--- src/rtl/pfclk_ctrl_pkg.sv ---
// pfclk_ctrl_pkg: state encodings and shared widths for the PF clock TX bring-up sequencer
package pfclk_ctrl_pkg;
  localparam int RETRY_W    = 4;
  localparam int LOCKLOSS_W = 16;
  typedef enum logic [2:0] {
    ST_IDLE      = 3'd0,
    ST_CPLL_RST  = 3'd1,
    ST_WAIT_LOCK = 3'd2,
    ST_GT_RST    = 3'd3,
    ST_WAIT_DONE = 3'd4,
    ST_SETTLE    = 3'd5,
    ST_RUN       = 3'd6,
    ST_FAULT     = 3'd7
  } state_e;
endpackage

--- src/rtl/pfclk_sync2.sv ---
// pfclk_sync2: 2-FF synchroniser bringing asynchronous status pins into clk_125
module pfclk_sync2 #(
  parameter int WIDTH = 1
) (
  input  logic             clk_125,
  input  logic             reset_n,
  input  logic [WIDTH-1:0] d_in,
  output logic [WIDTH-1:0] sync_q
);
  logic [WIDTH-1:0] meta_q;
  // two-stage shift; status reads as deasserted while in reset
  always_ff @(posedge clk_125) begin
    if (!reset_n) begin
      meta_q <= '0;
      sync_q <= '0;
    end else begin
      meta_q <= d_in;
      sync_q <= meta_q;
    end
  end
endmodule

--- src/rtl/pfclk_tx_seq_ctrl.sv ---
// pfclk_tx_seq_ctrl: GTX TX reset/bring-up sequencer; PFCLK_LOCKLOSS_CNT_EN adds the lockloss_cnt port
module pfclk_tx_seq_ctrl
  import pfclk_ctrl_pkg::*;
#(
  parameter int RST_PULSE = 16,
  parameter int LOCK_TMO  = 65535,
  parameter int DONE_TMO  = 65535,
  parameter int SETTLE    = 256,
  parameter int MAX_RETRY = 7,
  parameter int CNT_W     = 17
) (
  input  logic               clk_125,
  input  logic               reset_n,
  input  logic               enable,
  input  logic               clear_fault,
  input  logic               cpll_lock_in,
  input  logic               pll_lock_in,
  input  logic               reset_done_in,
  output logic               cpll_reset_out,
  output logic               gt_soft_reset_out,
  output logic               data_valid_out,
  output logic               link_up,
  output logic               fault,
  output logic [RETRY_W-1:0] retry_cnt,
  output logic [2:0]         state_o
`ifdef PFCLK_LOCKLOSS_CNT_EN
  ,
  output logic [LOCKLOSS_W-1:0] lockloss_cnt
`endif
);
  logic [2:0]         sync_q;
  state_e             state_q, state_d;
  logic [CNT_W-1:0]   timer_q, timer_d;
  logic [RETRY_W-1:0] retry_q, retry_d, retry_inc;
  logic cpll_reset_q, cpll_reset_d, gt_reset_q, gt_reset_d;
  logic dv_q, dv_d, link_q, link_d, fault_q, fault_d;
  logic fail, locked, all_ok;

  pfclk_sync2 #(.WIDTH(3)) u_sync (
    .clk_125 (clk_125),
    .reset_n (reset_n),
    .d_in    ({reset_done_in, pll_lock_in, cpll_lock_in}),
    .sync_q  (sync_q)
  );

  assign locked    = sync_q[0] & sync_q[1];
  assign all_ok    = &sync_q;
  assign retry_inc = &retry_q ? retry_q : retry_q + 1'b1;

  // next state, shared timer and retry bookkeeping; outputs are decoded from the next state so they register in step with it
  always_comb begin
    state_d = state_q;
    retry_d = retry_q;
    fail    = 1'b0;
    if (!enable && state_q != ST_FAULT) state_d = ST_IDLE;
    else begin
      case (state_q)
        ST_IDLE: begin
          state_d = ST_CPLL_RST;
          retry_d = '0;
        end
        ST_CPLL_RST:  state_d = timer_q == CNT_W'(RST_PULSE - 1) ? ST_WAIT_LOCK : state_q;
        ST_WAIT_LOCK: if (locked) state_d = ST_GT_RST;
                      else fail = timer_q == CNT_W'(LOCK_TMO - 1);
        ST_GT_RST:    state_d = timer_q == CNT_W'(RST_PULSE - 1) ? ST_WAIT_DONE : state_q;
        ST_WAIT_DONE: if (sync_q[2]) state_d = ST_SETTLE;
                      else fail = timer_q == CNT_W'(DONE_TMO - 1);
        ST_SETTLE: begin
          fail = !all_ok;
          if (all_ok && timer_q == CNT_W'(SETTLE - 1)) begin
            state_d = ST_RUN;
            retry_d = '0;
          end
        end
        ST_RUN: begin
          retry_d = '0;
          if (!all_ok) state_d = ST_CPLL_RST;
        end
        default: if (clear_fault) begin
          state_d = ST_IDLE;
          retry_d = '0;
        end
      endcase
    end
    if (fail) begin
      retry_d = retry_inc;
      state_d = retry_inc > RETRY_W'(MAX_RETRY) ? ST_FAULT : ST_CPLL_RST;
    end
    timer_d      = state_d != state_q ? '0 : (&timer_q ? timer_q : timer_q + 1'b1);
    cpll_reset_d = state_d inside {ST_IDLE, ST_CPLL_RST, ST_FAULT};
    gt_reset_d   = state_d inside {ST_IDLE, ST_CPLL_RST, ST_WAIT_LOCK, ST_GT_RST, ST_FAULT};
    dv_d         = state_d inside {ST_SETTLE, ST_RUN};
    link_d       = state_d == ST_RUN;
    fault_d      = state_d == ST_FAULT;
  end

  // state, timer, retry counter and output registers
  always_ff @(posedge clk_125) begin
    if (!reset_n) begin
      state_q      <= ST_IDLE;
      timer_q      <= '0;
      retry_q      <= '0;
      cpll_reset_q <= 1'b1;
      gt_reset_q   <= 1'b1;
      dv_q         <= 1'b0;
      link_q       <= 1'b0;
      fault_q      <= 1'b0;
    end else begin
      state_q      <= state_d;
      timer_q      <= timer_d;
      retry_q      <= retry_d;
      cpll_reset_q <= cpll_reset_d;
      gt_reset_q   <= gt_reset_d;
      dv_q         <= dv_d;
      link_q       <= link_d;
      fault_q      <= fault_d;
    end
  end

  assign cpll_reset_out    = cpll_reset_q;
  assign gt_soft_reset_out = gt_reset_q;
  assign data_valid_out    = dv_q;
  assign link_up           = link_q;
  assign fault             = fault_q;
  assign retry_cnt         = retry_q;
  assign state_o           = state_q;

`ifdef PFCLK_LOCKLOSS_CNT_EN
  logic [LOCKLOSS_W-1:0] lockloss_q, lockloss_d;
  // count RUN exits caused by lock/done loss; only reset_n clears it
  always_comb lockloss_d = (state_q == ST_RUN && state_d == ST_CPLL_RST && !(&lockloss_q)) ? lockloss_q + 1'b1 : lockloss_q;
  // lock-loss counter register
  always_ff @(posedge clk_125) lockloss_q <= !reset_n ? '0 : lockloss_d;
  assign lockloss_cnt = lockloss_q;
`endif
endmodule

--- config.mk ---
export PLATFORM = sky130hd
export DESIGN_NAME = pfclk_tx_seq_ctrl
export DESIGN_NICKNAME = d
export VERILOG_FILES = /design/src/rtl/pfclk_ctrl_pkg.sv /design/src/rtl/pfclk_sync2.sv /design/src/rtl/pfclk_tx_seq_ctrl.sv
export SDC_FILE = /design/constraint.sdc
export NUM_CORES = 1
export LEC_CHECK = 0
export BUFFER_PORTS_ARGS = -buffer_cell sky130_fd_sc_hd__buf_4
export CAP_MARGIN = 25
export CORE_MARGIN = 3
export CORE_UTILIZATION = 30
export CTS_BUF_LIST = sky130_fd_sc_hd__clkbuf_2 sky130_fd_sc_hd__clkbuf_4 sky130_fd_sc_hd__clkbuf_8
export CTS_CLUSTER_SIZE = 28
export DETAILED_ROUTE_END_ITERATION = 12
export PLACE_DENSITY = 0.58
export REMOVE_ABC_BUFFERS = 1
export SETUP_SLACK_MARGIN = 0.4
export SYNTH_ARGS = -nofsm -noshare
export SYNTH_HDL_FRONTEND = slang
export SYNTH_SLANG_ARGS = --single-unit
--- constraint.sdc ---
create_clock -name clk_125 -period 3.64 [get_ports clk_125]
set_input_delay 0.364 -clock clk_125 [delete_from_list [all_inputs] [get_ports clk_125]]
set_output_delay 0.364 -clock clk_125 [all_outputs]
set_load 0.01 [all_outputs]
==> reports/metrics.yaml, run 1 <==
status: "completed"
cp_slowest_cell: "or4_2"
path_cells: "or4_2 -> nor2_1 -> and4_2 -> nor2_1 -> o32ai_2 -> mux2_2 -> nor4_1"
total_power_uw: 813
netSwitchingFraction_pct: 24.1
hold_viol: 0
antenna_cells: 0
holdWs_ns: 0.276
p_comb_share_pct: 7.6
worstSkewPairLatency_ns: 0.29
cellPowerDensity_mw_per_mm2: 361
netlist_instances: 205
rows: 28
ir_worst_vdd_mv: 0.208
multi_input_area_mm2: 0.00116
viasPerCell: 5.20
cts_sinks: 35
yosysWarnings: 0
dieWidth_um: 86.9
cap_viol_max_count: 0
stdcell_area_mm2: 0.00225
power.leakage_nw: 0.803
critPathMaxFanout: 17
setup_viol: 0
drtIter0Drc: 105
critPathLaunchType: "register"
fin_util_pct: 36.7
max_slew_margin_pct: 58.0
maxSlewViolCount: 0
synth_area_mm2: 0.00197
syn_area_per_cell_um2: 9.59
num-fill-cells: 606
grt_pass1_wl_um: 6970
place.gp.congestion: 0.851
drc: 0
required_ns: 3.83
antenna_found_initial: 0
path_class: "reg2reg"
netSwitchingPower_uw: 196
final_common_cell: "dfxtp_1"
mostFrequentLayoutCells: "35 x dfxtp_1, 20 x buf_4, 16 x nand3_1, 15 x nor2_1, 14 x nand2_1"
endpoint_kind: "register"
grt_start_max_net_pins: 18
yosysUniqueCellTypes: 52
layout.nets: 236
cts_tree: "built"
drive_above_1_share_pct: 25.7
initial_core_util_pct: 32.1
io_buffers: 18
yosysTopAreaCell: "dfxtp_1"
htreeDepth: 2
synth_area_leaders: "dfxtp_1 36%, nor4_2 5.7%, xnor2_1 4.9%, nand3_1 4.1%, clkbuf_8 3.5%"
core_mm2: 0.00613
cts_buffers: 5
die_h_um: 86.9
ys_seq_area_share_pct: 35.6
synth_edf_count: 0
clkPwrFrac_pct: 43.5
cts_buffer_depth: 2
ys_ff_latch: 35
grt_overflow: 0
hold_path.class: "in2reg"
hold_buffers: 0
syn_to_final_growth_pct: 14.4
rsz0062_at_grt: "false"
dieArea_mm2: 0.00756
cpMostUsedCell: "nor2_1"
grt_use_total_pct: 11.6
synthFlopType: "dfxtp_1"
finalCriticalPeriod_ns: 2.92
placed_area_mm2: 0.00213
netlist.area_leader.share_pct: 35.6
seqPwrFrac_pct: 48.8
wirelength_um: 4050
max_freq_mhz: 342
root_buffer: "clkbuf_8"
register_area_um2: 701
tightest_slew_ns: 0.625
crit_arrival_ns: 3.12
drtAntennaViolNets: 0
cp_slowest_stage_delay_ns: 0.74
drt-wirelength-per-cell_um: 13.5
fin_crit_sh_pct: 80.3
grt_pass1_vias: 1474
internal-power_uw: 617
clkTransAtPathRegs_ns: 0.08
async_reset_ff_share_pct: 0
vias: 1566
ios: 19
fin_tns_setup_ns: 0
r2r_slack_ns: 0.72
drt-pass1-iter-count: 4
dp.final_hpwl_um: 2910
clock_skew_ns: 0.00356
final timing paths:
path / from / end / depth (start not counted)
worst max register to register: timer_q[4] / timer_q[16] / 7
worst min-delay path: pll_lock_in / u_sync.meta_q[1] / 2
worst min register to register: u_sync.meta_q[0] / u_sync.sync_q[0] / 1
worst max-delay path: timer_q[4] / timer_q[16] / 7
power groups by stage:
stage	sequential [mW]	clock [mW]	combinational [mW]
floorplan	0.404	0	0.0406
global placement	0.406	0	0.0615
detailed placement	0.406	0	0.0621
CTS	0.397	0.362	0.0622
global route	0.398	0.377	0.0686
finish	0.397	0.354	0.0619
synthesized netlist by cell type (all sizes together), types with 4 or more instances:
cell type,n
nand2,14
xnor2,12
nor2,15
ha,4
xor2,6
dfxtp,35
o21ai,4
clkbuf,6
nor4,19
and2,11
nor3,8
nand3,16
a31oi,4
inv,6
nand4,6
layout make-up:
| class | instances | area share, % |
|---|---|---|
| Sequential cell | 35 | 31.1 |
| Inverter | 6 | 1.00 |
| Timing Repair Buffer | 21 | 7.17 |
| Tap cell | 75 | 4.17 |
| Multi-Input combinational cell | 156 | 51.5 |
| Clock inverter | 3 | 1.95 |
| Clock buffer | 5 | 3.06 |
worst max-delay path: cells and delay by family, from the launching register on:
kind               cells  cell delay (ns)
and+or+nand+nor        5             1.51
DFF                    1             0.37
AOI/OAI and AO/OA      1             0.36
muxes                  1             0.59
registers in the layout, indices dropped and copies added (netlist names):
name,cells
data_valid_out,1
retry_cnt,4
u_sync.sync_q,3
u_sync.meta_q,3
fault,1
state_o,3
gt_soft_reset_out,1
timer_q,17
cpll_reset_out,1
link_up,1
per-stage QoR:
stage | setup slack [ns] | cells
CTS | 0.514 | 301
global placement | 0.605 | 292
finish | 0.717 | 301
global route | 0.541 | 301
floorplan | 0.808 | 197
detailed placement | 0.567 | 293
metal layers:
layer	wire length [µm]	track usage (%)
met3	181	2.93
met4	70	4.67
met5	0	0
met1	1890	14.7
met2	1910	18.8
cell families after synthesis:
logic type	Yosys count	synth area share [%]
buffers and inverters	14	5.79
multiplexers	5	2.67
adder cells (fa/ha/maj)	4	2.55
flip-flops	35	35.6
AND/OR/NAND/NOR	103	33.5
XOR/XNOR	18	8.40
AO/OA/AOI/OAI	26	11.5
timing repair:
| item | in CTS | in global routing |
|---|---|---|
| gates resized for setup | 0 | 1 |
| setup buffers | 0 | 0 |
| setup endpoints to repair | 0 | 9 |
Note: power is estimated with default switching activity, not from simulation.
==> run 2, diff against run 1 <==
--- a/config.mk
+++ b/config.mk
@@ -5,6 +5,7 @@
 export SDC_FILE = /design/constraint.sdc
 export NUM_CORES = 1
 export LEC_CHECK = 0
+export ABC_AREA = 1
 export BUFFER_PORTS_ARGS = -buffer_cell sky130_fd_sc_hd__buf_4
 export CAP_MARGIN = 25
 export CORE_MARGIN = 3
==> constraint.sdc (replaced) <==
create_clock -name clk_125 -period 2.7 [get_ports clk_125]
set_input_delay 0.27 -clock clk_125 [delete_from_list [all_inputs] [get_ports clk_125]]
set_output_delay 0.27 -clock clk_125 [all_outputs]
set_load 0.01 [all_outputs]
==> run 2 against run 1 <==
Sequential share of layout area shrank 1.3 points; die area shrank 0.41%; fmax grew 35%; largest power group unchanged; wire length shrank 8.0%; final area grew 4.6%; critical path depth grew 8; global-route usage shrank 1.1 points; non-clock buffer count grew 3; core utilization grew 1.7 points.
==> reports/metrics.yaml, run 2 <==
dp.cells: 352
ios: 19
largest-register: "timer_q"
hold_viol: 0
rows: 28
drt-pass1-iter-count: 4
max_slew_margin_pct: 74.4
wirelength_um: 3730
finalCriticalPeriod_ns: 2.16
clkPwrFrac_pct: 44.7
critPathLaunchType: "register"
synth_edf_count: 0
viasPerCell: 4.46
p_comb_share_pct: 6.8
async_reset_ff_share_pct: 0
synthTopCellsByCount: "53 x nand2_1, 38 x nor2_1, 35 x dfxtp_1, 32 x inv_1, 15 x nand3_1"
netlist_instances: 262
synth_area_mm2: 0.00196
grt_overflow: 0
cts_tree: "built"
cap_viol_max_count: 0
layout.nets: 299
grt_use_total_pct: 10.5
status: "completed"
rsz0062_at_grt: "false"
fin_tns_setup_ns: 0
yosysUniqueCellTypes: 32
initial_core_util_pct: 31.9
netSwitchingPower_uw: 248
tightest_slew_ns: 0.382
synthFlopType: "dfxtp_1"
yosysTopAreaCell: "dfxtp_1"
core_mm2: 0.00613
netSwitchingFraction_pct: 22.5
cts_buffers: 5
cts_buffer_depth: 2
grt_start_max_net_pins: 18
hold_path_end: "u_sync.meta_q[1]"
cellPowerDensity_mw_per_mm2: 467
synth_area_leaders: "dfxtp_1 36%, nand2_1 10%, nor2_1 7.3%, nor2_4 6.9%, inv_1 6.1%"
max_freq_mhz: 463
rr_worst_depth: 15
drt-wirelength-per-cell_um: 10.2
place.gp.congestion: 0.775
power.leakage_nw: 0.953
endpoint_kind: "register"
yosysWarnings: 0
syn_area_per_cell_um2: 7.47
antenna_found_initial: 0
mostFrequentLayoutCells: "51 x nand2_1, 36 x nor2_1, 33 x dfxtp_1, 31 x inv_1, 24 x buf_4"
grt_pass1_vias: 1511
required_ns: 2.87
largest_reg_flops: 17
clkTransAtPathRegs_ns: 0.08
setup_viol: 0
worstSkewPairLatency_ns: 0.28
ir_worst_vdd_mv: 0.255
r2r-start: "timer_q[1]"
ys_seq_area_share_pct: 35.8
synthMostInstantiatedCell: "nand2_1"
maxSlewViolCount: 0
io_buffers: 18
antenna_cells: 0
dp.final_hpwl_um: 2740
drtAntennaViolNets: 0
holdPathStages: 3
ys_ff_latch: 35
clock_skew_ns: 0.00768
dieWidth_um: 86.8
fin_crit_sh_pct: 80.1
hold_path.startpoint: "pll_lock_in"
syn_to_final_growth_pct: 20.2
final_common_cell: "nand2_1"
vias: 1622
cts_sinks: 35
path_class: "reg2reg"
grt_pass1_wl_um: 6450
internal-power_uw: 851
stdcell_count: 364
hold_path.class: "in2reg"
critPathMaxFanout: 4
r2r_slack_ns: 0.54
num-fill-cells: 620
htreeDepth: 2
root_buffer: "clkbuf_8"
die_h_um: 86.8
drive_above_1_share_pct: 26.3
seqPwrFrac_pct: 48.5
netlist.area_leader.share_pct: 35.8
worstReg2RegEnd: "timer_q[15]"
dieArea_mm2: 0.00753
drc: 0
drtIter0Drc: 80
crit_arrival_ns: 2.33
run 2: metal layers:
layer | global-route usage, % | share of wire [%]
met5 | 0 | 0
met4 | 2.55 | 0.56
met3 | 2.85 | 3.5
met2 | 17.3 | 46
met1 | 13.6 | 49
run 2: what timing repair did:
item,CTS,global route
resized for setup,2,13
buffers inserted,0,4
endpoints found under the setup margin,2,17
pin swaps,0,12
hold buffers,0,0
run 2: kinds of logic (layout without fill, tap and decap cells):
logic type               after synthesis  in the layout  share of synthesized area (%)
buffers and inverters                 40             67                           9.46
AO/OA/AOI/OAI                         17             17                           5.05
flip-flops                            35             35                           35.8
AND/OR/NAND/NOR                      151            151                           40.4
adder cells (fa/ha/maj)                4              4                           2.56
XOR/XNOR                              15             15                           6.71
run 2: critical path, stage by stage, from the launching register on:
cell and delay (ns):
dfxtp_2 0.34, ha_2 0.18, inv_2 0.06, nor2_1 0.05, inv_1 0.07, nor3_1 0.06
ha_2 0.20, nor3_4 0.14, nand2_2 0.09, nor2_4 0.13, nand4_1 0.15, nor2_2 0.17
nand2_2 0.10, nor2_4 0.13, xnor2_2 0.14, nor2_4 0.03
run 2: per-stage QoR:
stage | total power, mW | cell area [µm²] | setup slack, ns | util, % | hold WS, ns
CTS | 1.11 | 2270 | 0.327 | 37.1 | 0.155
finish | 1.10 | 2350 | 0.539 | 38.4 | 0.163
detailed placement | 0.615 | 2150 | 0.344 | 35.1 | 0.396
floorplan | 0.593 | 1910 | 0.413 | - | 0.363
global placement | 0.614 | 2150 | 0.421 | 35.1 | 0.396
global route | 1.15 | 2350 | 0.380 | 38.4 | 0.158
run 2: layout make-up:
cell class	count	area, µm²	share of cell area, %
inverter	35	134	5.69
clock inverter	2	35.0	1.49
clock buffer	6	82.6	3.51
timing repair buffer	24	180	7.66
tap	75	93.8	3.99
sequential	35	703	29.9
multi-input combinational	187	1120	47.8
run 2: worst max path at each step:
stage                     startpoint           to  depth (start not counted)
after floorplan           timer_q[0]  timer_q[15]                         15
after global placement    timer_q[0]  timer_q[15]                         15
after detailed placement  timer_q[0]  timer_q[15]                         15
after CTS                 timer_q[0]  timer_q[15]                         15
after global routing      timer_q[1]  timer_q[15]                         15
final                     timer_q[1]  timer_q[15]                         15
run 2: power by group through the flow:
stage	logic [mW]	clock network (mW)	registers [mW]
2_1_floorplan	0.0496	0	0.543
3_3_place_gp	0.0702	0	0.544
3_5_place_dp	0.0707	0	0.544
4_1_cts	0.0711	0.507	0.532
5_1_grt	0.0853	0.528	0.534
6_report	0.0749	0.491	0.533
